`src/rtl/stage_fetch.sv`:
```
// rtl/stage_fetch.sv - IF stage: PC, one-outstanding instruction fetch, IF/ID register
//
// Purpose:
//   This module owns the PC. It fetches one instruction at a time from instruction
//   memory and loads the IF/ID register that feeds decode. It obeys hazard-unit stalls,
//   takes branch and exception redirects (an exception beats a branch), and fills IF/ID
//   with bubbles while no instruction is available.
//
// Ports:
//   clk, reset               clock; asynchronous active-low reset
//   in_pc_write_disable      hold PC (hazard unit)
//   in_IFID_write_disable    hold IF/ID register (hazard unit)
//   in_branch_taken/_target  branch redirect
//   in_exc_redirect/_target  exception redirect, beats branch
//   out_imem_req/_addr       fetch request; address is the PC
//   in_imem_rvalid/_rdata/_fault  fetch response
//   out_instruction/_PC/_valid/_exception_vector  IF/ID register contents
module stage_fetch #(
   parameter logic [31:0] RESET_PC  = 32'h0000_1000,
   parameter logic [31:0] NOP_INSTR = 32'h0000_0013
) (
   input  logic        clk,
   input  logic        reset,
   input  logic        in_pc_write_disable,
   input  logic        in_IFID_write_disable,
   input  logic        in_branch_taken,
   input  logic [31:0] in_branch_target,
   input  logic        in_exc_redirect,
   input  logic [31:0] in_exc_target,
   output logic        out_imem_req,
   output logic [31:0] out_imem_addr,
   input  logic        in_imem_rvalid,
   input  logic [31:0] in_imem_rdata,
   input  logic        in_imem_fault,
   output logic [31:0] out_instruction,
   output logic [31:0] out_PC,
   output logic        out_valid,
   output logic [2:0]  out_exception_vector
);

   localparam logic [2:0] EXC_NONE     = 3'b000;
   localparam logic [2:0] EXC_MISALIGN = 3'b001;
   localparam logic [2:0] EXC_FAULT    = 3'b010;

   typedef enum logic [1:0] {S_FETCH, S_HOLD, S_DRAIN, S_ERR} state_t;

   state_t      state, state_nx;
   logic [31:0] pc, pc_nx, pc_plus4;
   logic [31:0] buf_data, buf_nx;
   logic        redirect, misaligned;
   logic [31:0] redirect_pc;

   // IF/ID load request; the load_* defaults describe a bubble
   logic        load;
   logic [31:0] load_instr, load_pc;
   logic        load_valid;
   logic [2:0]  load_exc;

   assign redirect    = in_exc_redirect | in_branch_taken;
   assign redirect_pc = in_exc_redirect ? in_exc_target : in_branch_target;
   assign misaligned  = |pc[1:0];
   assign pc_plus4    = pc + 32'd4;

   // Gated by reset so that no request is shown while reset is held
   assign out_imem_req  = reset && (state == S_FETCH) && !misaligned;
   assign out_imem_addr = pc;

   always_comb begin
      state_nx   = state;
      pc_nx      = pc;
      buf_nx     = buf_data;
      load       = 1'b0;
      load_instr = NOP_INSTR;
      load_pc    = 32'h0;
      load_valid = 1'b0;
      load_exc   = EXC_NONE;
      case (state)
         S_FETCH: begin
            if (redirect) begin
               pc_nx = redirect_pc;
               load  = 1'b1;
               // A request already issued must have its late response drained
               state_nx = (out_imem_req && !in_imem_rvalid) ? S_DRAIN : S_FETCH;
            end else if (misaligned) begin
               load       = 1'b1;
               load_pc    = pc;
               load_valid = 1'b1;
               load_exc   = EXC_MISALIGN;
               state_nx   = S_ERR;
            end else if (in_imem_rvalid && in_imem_fault) begin
               load       = 1'b1;
               load_pc    = pc;
               load_valid = 1'b1;
               load_exc   = EXC_FAULT;
               state_nx   = S_ERR;
            end else if (in_imem_rvalid) begin
               if (!in_IFID_write_disable) begin
                  load       = 1'b1;
                  load_instr = in_imem_rdata;
                  load_pc    = pc;
                  load_valid = 1'b1;
                  if (!in_pc_write_disable) pc_nx = pc_plus4;
               end else begin
                  // Decode is stalled: park the word; the PC still names it
                  buf_nx   = in_imem_rdata;
                  state_nx = S_HOLD;
               end
            end else begin
               load = !in_IFID_write_disable;
            end
         end
         S_HOLD: begin
            if (redirect) begin
               pc_nx    = redirect_pc;
               load     = 1'b1;
               state_nx = S_FETCH;
            end else if (!in_IFID_write_disable) begin
               load       = 1'b1;
               load_instr = buf_data;
               load_pc    = pc;
               load_valid = 1'b1;
               pc_nx      = pc_plus4;
               state_nx   = S_FETCH;
            end
         end
         S_DRAIN: begin
            load = redirect | !in_IFID_write_disable;
            if (redirect) pc_nx = redirect_pc;
            if (in_imem_rvalid) state_nx = S_FETCH;
         end
         S_ERR: begin
            load = 1'b1;
            if (redirect) begin
               pc_nx    = redirect_pc;
               state_nx = S_FETCH;
            end
         end
         default: state_nx = S_FETCH;
      endcase
      if (redirect) buf_nx = 32'h0;
   end

   always_ff @(posedge clk or negedge reset) begin
      if (!reset) begin
         state                <= S_FETCH;
         pc                   <= RESET_PC;
         buf_data             <= 32'h0;
         out_instruction      <= NOP_INSTR;
         out_PC               <= 32'h0;
         out_valid            <= 1'b0;
         out_exception_vector <= EXC_NONE;
      end else begin
         state    <= state_nx;
         pc       <= pc_nx;
         buf_data <= buf_nx;
         if (load) begin
            out_instruction      <= load_instr;
            out_PC               <= load_pc;
            out_valid            <= load_valid;
            out_exception_vector <= load_exc;
         end
      end
   end

endmodule

```
`config.mk`:
```
export PLATFORM = sky130hd
export DESIGN_NAME = stage_fetch
export DESIGN_NICKNAME = d
export VERILOG_FILES = /design/src/rtl/stage_fetch.sv
export SDC_FILE = /design/constraint.sdc
export NUM_CORES = 1
export LEC_CHECK = 0
export CAP_MARGIN = 0
export CORE_MARGIN = 4
export CORE_UTILIZATION = 44
export CTS_BUF_LIST = sky130_fd_sc_hd__clkbuf_4 sky130_fd_sc_hd__clkbuf_8
export DETAILED_ROUTE_END_ITERATION = 6
export MAX_ROUTING_LAYER = met4
export PLACE_DENSITY_LB_ADDON = 0.3
export SYNTH_ARGS = -nofsm -noshare
export SYNTH_HDL_FRONTEND = slang
export SYNTH_SLANG_ARGS = --single-unit
```
`constraint.sdc`:
```
create_clock -name clk -period 2.1 [get_ports clk]
set_input_delay 0.21 -clock clk [delete_from_list [all_inputs] [get_ports clk]]
set_output_delay 0.21 -clock clk [all_outputs]
set_load 0.02 [all_outputs]
```
# Word level (Yosys, flattened, before mapping)
# Index checks and enable logic that the tools add are counted.
word_totals:
  regBits: 134
  in_bits: 104
  word_cells: 102
classes:
  add_sub_neg: 1
  n_eq_ne: 16
  muxes: 60
  bitwise: 2
  reduce_logical: 16
op_table:
  columns: ["op", "n"]
  rows:
  - ["32-bit 2-to-1 mux", 29]
  - ["32-bit case mux with 2 select lines", 2]
  - ["32-bit case mux with 3 select lines", 1]
  - ["32-bit by 3-bit adder with 32-bit output (second input constant)", 1]
  - ["2-bit 2-to-1 mux", 14]
  - ["3-bit != test (second input constant)", 6]
  - ["1-bit 2-to-1 mux", 11]
  - ["5-bit by 4-bit != test with 1-bit output (second input constant)", 2]
  - ["5-bit AND reduction", 2]
  - ["2-bit != test (second input constant)", 4]
  - ["2-bit case mux with 4 select lines", 1]
  - ["7-bit AND reduction", 1]
  - ["2-bit nonzero test", 3]
  - ["2-bit == test (second input constant)", 2]
  - ["1-bit logical AND", 4]
  - ["1-bit case mux with 4 select lines", 1]
  - ["2-bit OR reduction", 2]
  - ["1-bit logical NOT", 3]
  - ["2-bit by 1-bit == test with 1-bit output (second input constant)", 1]
  - ["2-bit logical NOT", 1]
  - ["2-bit by 1-bit != test with 1-bit output (second input constant)", 1]
  - ["1-bit OR", 2]
  - ["1-bit case mux with 2 select lines", 1]

# Longest topological paths before layout
logic_depth:
  word_depth: 8
  mapped_depth: 10
  mapped_depth_nobuf: 7

# Least setup slack after synthesis
# No wires, ideal clock.
synth_timing:
  path_type: "reg-to-reg"
  startpoint: "register state[0]"
  endpoint: "register out_PC[24]"
  setup_time_ns: 0.117
  t_arrival_ns: 1.979
  slack_ns: 0.004
  stages_incl_launch_ff: 9
  path_buffers: 2
  period_less_slack_ns: 2.096
  path_cell_list: "dfrtp_1 > inv_1 > ha_1 > or3b_2 > a211o_1 > clkbuf_1 > buf_2 > nand3_1 > nand2_1"
synth_via:
  elab_chain_len: 2
  word_cells_on_any_way: 6
synth_rtl:
  columns: ["element", "line", "text"]
  rows:
  - ["start, declared", "47", "state_t state, state_nx;"]
  - ["start signal, assigned", "153", "state <= state_nx;"]
  - ["2-bit == test, or another cell as far along", "77", "case (state)"]
  - ["1-bit case mux with 4 select lines / 32-bit case mux with 2 select lines (equally long branches)", "77", null]
  - ["end signal, assigned", "158", "out_PC <= load_pc;"]
  - ["end, declared", "36", "output logic [31:0] out_PC,"]
# Several ways; a longest one is shown, not always the timed one.
# A chain may end at the register's enable or synchronous reset.

# Worst setup path in the final report
layout_timing:
  startpoint: "register state[1]"
  endpoint: "register pc[27], in the netlist out_imem_addr[27]"
layout_via:
  elab_chain_len: 4
  word_cells_on_any_way: 14
layout_rtl:
  columns: ["element", "line", "text"]
  rows:
  - ["2-bit == test", "77", null]
  - ["2-bit OR reduction (no source line)", null, null]
  - ["2-bit by 1-bit != test with 1-bit output (no source line)", null, null]
  - ["7-bit AND reduction (no source line)", null, null]
  - ["end signal, assigned", "154", "pc <= pc_nx;"]
  - ["end, declared", "48", "logic [31:0] pc, pc_nx, pc_plus4;"]
# Several ways; a longest one is shown, not always the timed one.

==> results.py <==
metrics = {
    "clock_network": {
        "htreeDepth": 4,
        "clkSlewWorstSetupHoldPaths_ps": 80,
        "clkSinkCount": 133,
        "cts_tree": "built",
        "insertion_delay_ps": 450,
        "cts_made_buffers": 17,
        "root_buffer": "clkbuf_8",
        "cts_buffer_depth": 2,
    },
    "synthesis": {
        "ys.warnings.count": 0,
        "synth_area_sq_um": 6820,
        "synth_seq_cells": 133,
        "synth_cell_type_count": 62,
        "synthCells": 774,
        "netlist.area_leader.share_pct": 47.3,
        "synth_ff_type": "dfrtp_1",
        "synth-edff-count": 0,
        "synth_area_leaders": "dfrtp_1, nand2_1, a21oi_1",
        "yosysTopAreaCell": "dfrtp_1",
        "syn_avg_cell_area_sq_um": 8.81,
        "yosysSeqAreaShare_pct": 48.9,
        "synthArstFlopShare_pct": 100,
        "syn_nets": 884,
    },
    "placed_design": {
        "routabilityCongestion": 0.898,
        "dp_cells": 1176,
        "placed_area_sq_um": 9520,
        "io_buffers": 203,
        "place_ws_ps": -164,
        "place_hpwl_mm": 14.7,
    },
    "critical_path": {
        "crit_chain": "buf_6 > ha_4 > a2111oi_4 > and4_1 > nor2_2 > buf_12 > nor4b_1 > nor3_1",
        "cp_max_fo": 15,
        "cpPeakStageDelay_ps": 460,
        "worstRegToRegCells": 8,
        "path_class": "reg -> reg",
        "crit_slowest_cell": "dfrtp_2",
        "crit_required_ps": 2420,
        "start_kind": "register",
        "crit_path_end_kind": "register",
        "crit_arrival_ps": 2420,
    },
    "floorplanning": {
        "initial_core_util_pct": 44.9,
        "core-area_sq_um": 15200,
        "die_w_um": 133,
        "die-area_sq_um": 17600,
        "ios": 205,
        "rows": 45,
        "die_y_um": 133,
    },
    "global_routing": {
        "gr-total-overflow": 0,
        "first_global_vias": 6600,
        "track_usage_pct": 24.5,
        "antenna_found_initial": 0,
        "grt_pass1_wl_mm": 33.9,
        "grt_max_degree": 64,
    },
    "sta": {
        "worst_slew_pin_slew_ps": 831,
        "clock.fmax_ghz": 0.476,
        "slew_violations": 0,
        "setup_viol": 0,
        "setup_slack_ps": 1.07,
        "skew_ps": 11.9,
        "final-hold-violation-count": 0,
        "slew_headroom_pct": 44.6,
        "min_period_over_period_pct": 99.9,
        "rsz0062_at_grt": "true",
        "finalCriticalPeriod_ps": 2100,
    },
    "pwr": {
        "comb_power_share_pct": 33.5,
        "switching_share_pct": 33.4,
        "ir_worst_vdd_mv": 0.469,
        "p_sw_mw": 2.64,
        "seq_power_share_pct": 37.8,
        "clockPowerShare_pct": 28.8,
        "p_leak_nw": 4.33,
        "power_density_nw_per_um2": 768,
        "intPower_mw": 5.26,
    },
    "worst_hold_path": {
        "hold_path_class": "in -> reg",
        "whs_path_depth": 5,
    },
    "cells_and_area": {
        "multiInputGateArea_sq_um": 3310,
        "n_antenna_cell": 0,
        "syn_to_final_growth_pct": 51.0,
        "design_area_sq_um": 10300,
        "register_area_sq_um": 3330,
        "final_layout_size_suffix_gt1_share_pct": 15.8,
        "nFillCells": 1208,
        "fin_nets": 1133,
        "fin_cells": 1224,
    },
    "detailed_routing": {
        "antenna_left": 0,
        "drc": 0,
        "totalWireLength_mm": 21.7,
        "wire_per_inst_um": 17.7,
        "drt-pass1-iter-count": 5,
        "drt_iter0_markers": 591,
        "viasPerCell": 5.66,
        "num_vias": 6933,
    },
    "job": {
        "maxCapViolCount": 0,
    },
    "run_status": {
        "status": "finished clean",
    },
}
[worst paths after layout]
kind	from	end	slack (ps)
setup / recovery	state[1]$_DFFE_PN0P_	out_imem_addr[27]$_DFFE_PN0P_	1
hold / removal	in_exc_redirect	state[0]$_DFFE_PN0P_	230
setup reg to reg	state[1]$_DFFE_PN0P_	out_imem_addr[27]$_DFFE_PN0P_	1
hold reg to reg	out_PC[18]$_DFFE_PN0P_	out_PC[18]$_DFFE_PN0P_	470
max in group asynchronous	reset	out_instruction[23]$_DFFE_PN0P_	960
min in group asynchronous	reset	out_instruction[9]$_DFFE_PN0P_	540
[flip-flops by register name, indices dropped and copies added, names as in the netlist]
signal / flops
buf_data: 32
out_PC: 32
out_exception_vector: 2
out_imem_addr: 32
out_instruction: 32
out_valid: 1
state: 2
[layer usage]
layer	up-vias	share of wire, %	track usage (%)
met2	316	48	38.8
met4	0	2.7	8.03
met1	3322	42	31.5
met3	48	6.8	5.29
li1	3247	-	-
met5	-	0	-
[synth_stat cells (2+ instances only)]
cell	instances
a2111oi_0	2
a211o_1	2
a211oi_1	13
a21oi_1	70
a22o_1	2
a22oi_1	30
a311o_1	2
a311oi_1	3
a31oi_1	6
a41o_1	2
and2_1	2
and3_1	10
and4_1	3
buf_1	5
buf_2	28
buf_4	4
buf_6	5
clkbuf_1	20
dfrtp_1	129
dfstp_2	4
ha_1	6
inv_1	10
mux2_2	4
mux2i_1	18
nand2_1	195
nand3_1	40
nand4_1	4
nor2_1	20
nor2_2	2
nor2b_1	9
nor3_1	10
nor4_1	4
o21ai_0	57
o22a_1	5
o22ai_1	5
o31ai_1	9
o41ai_1	5
or2_1	2
or3_1	4
[kinds of logic (layout without fill, tap and decap cells)]
group           count (synthesis)  after routing  share of synthesized area [%]
mux                            22             22                           3.30
buf+inv                        73            335                           5.32
compound gates                223            223                           20.4
simple gates                  316            316                           21.0
other cells                     1              1                         0.0550
fa+ha+maj                       6              6                           1.10
flops                         133            133                           48.9
[through the flow]
stage | utilization (%) | total power, mW | hold WS, ps | TNS, ps
2_1_floorplan | - | 4.13 | -85.6 | 0
3_3_place_gp | 62.6 | 5.43 | 37.6 | -448
3_5_place_dp | 62.6 | 5.47 | 35.4 | -6450
4_1_cts | 66.2 | 7.82 | 191 | -2.98
5_1_grt | 67.8 | 8.27 | 240 | -475
6_report | 67.8 | 7.91 | 231 | 0
[cell type report]
type | count | share of cell area, %
clock buffer | 18 | 2.34
clock inverter | 14 | 1.71
inverter | 10 | 0.364
multi-input combinational | 568 | 32.2
sequential | 133 | 32.4
tap | 188 | 2.28
timing repair buffer | 293 | 28.8
[worst max-delay path: cells and delay by family (launching register included)]
kind | cells | cell delay (ps)
AO/OA/AOI/OAI | 1 | 260
adder cells (fa/ha/maj) | 1 | 170
buffers and inverters | 2 | 290
flip-flops | 1 | 460
AND/OR/NAND/NOR | 4 | 800
[what timing repair did]
item	CTS	global route
gates cloned	0	3
endpoints found under the hold margin	9	0
gates resized for setup	24	17
hold buffers	2	0
pin swaps	3	10
setup endpoints to repair	95	69
setup buffers	2	10
[power groups by stage]
stage	logic (mW)	clock network, mW	registers (mW)
after floorplan	0.799	0	3.33
after global placement	2.42	0	3.02
after detailed placement	2.45	0	3.03
after CTS	2.52	2.32	2.98
after global routing	2.82	2.43	3.02
final	2.65	2.28	2.99
[placed cells by master, fill, tap and decap left out, drive strengths merged, types with 5 or more instances in the layout]
master | synthesis | final
a211oi | 14 | 14
a21oi | 70 | 70
a22oi | 30 | 30
a31oi | 6 | 6
and3 | 10 | 10
buf | 42 | 88
clkbuf | 21 | 21
clkdlybuf4s50 | 0 | 200
clkinvlp | 0 | 5
dfrtp | 129 | 129
ha | 6 | 6
inv | 10 | 13
mux2i | 18 | 18
nand2 | 195 | 195
nand3 | 40 | 40
nand4 | 5 | 5
nor2 | 22 | 22
nor2b | 9 | 9
nor3 | 11 | 11
o21ai | 58 | 58
o22a | 5 | 5
o22ai | 5 | 5
o31ai | 9 | 9
o41ai | 5 | 5
(Power assumes the default switching activity.)
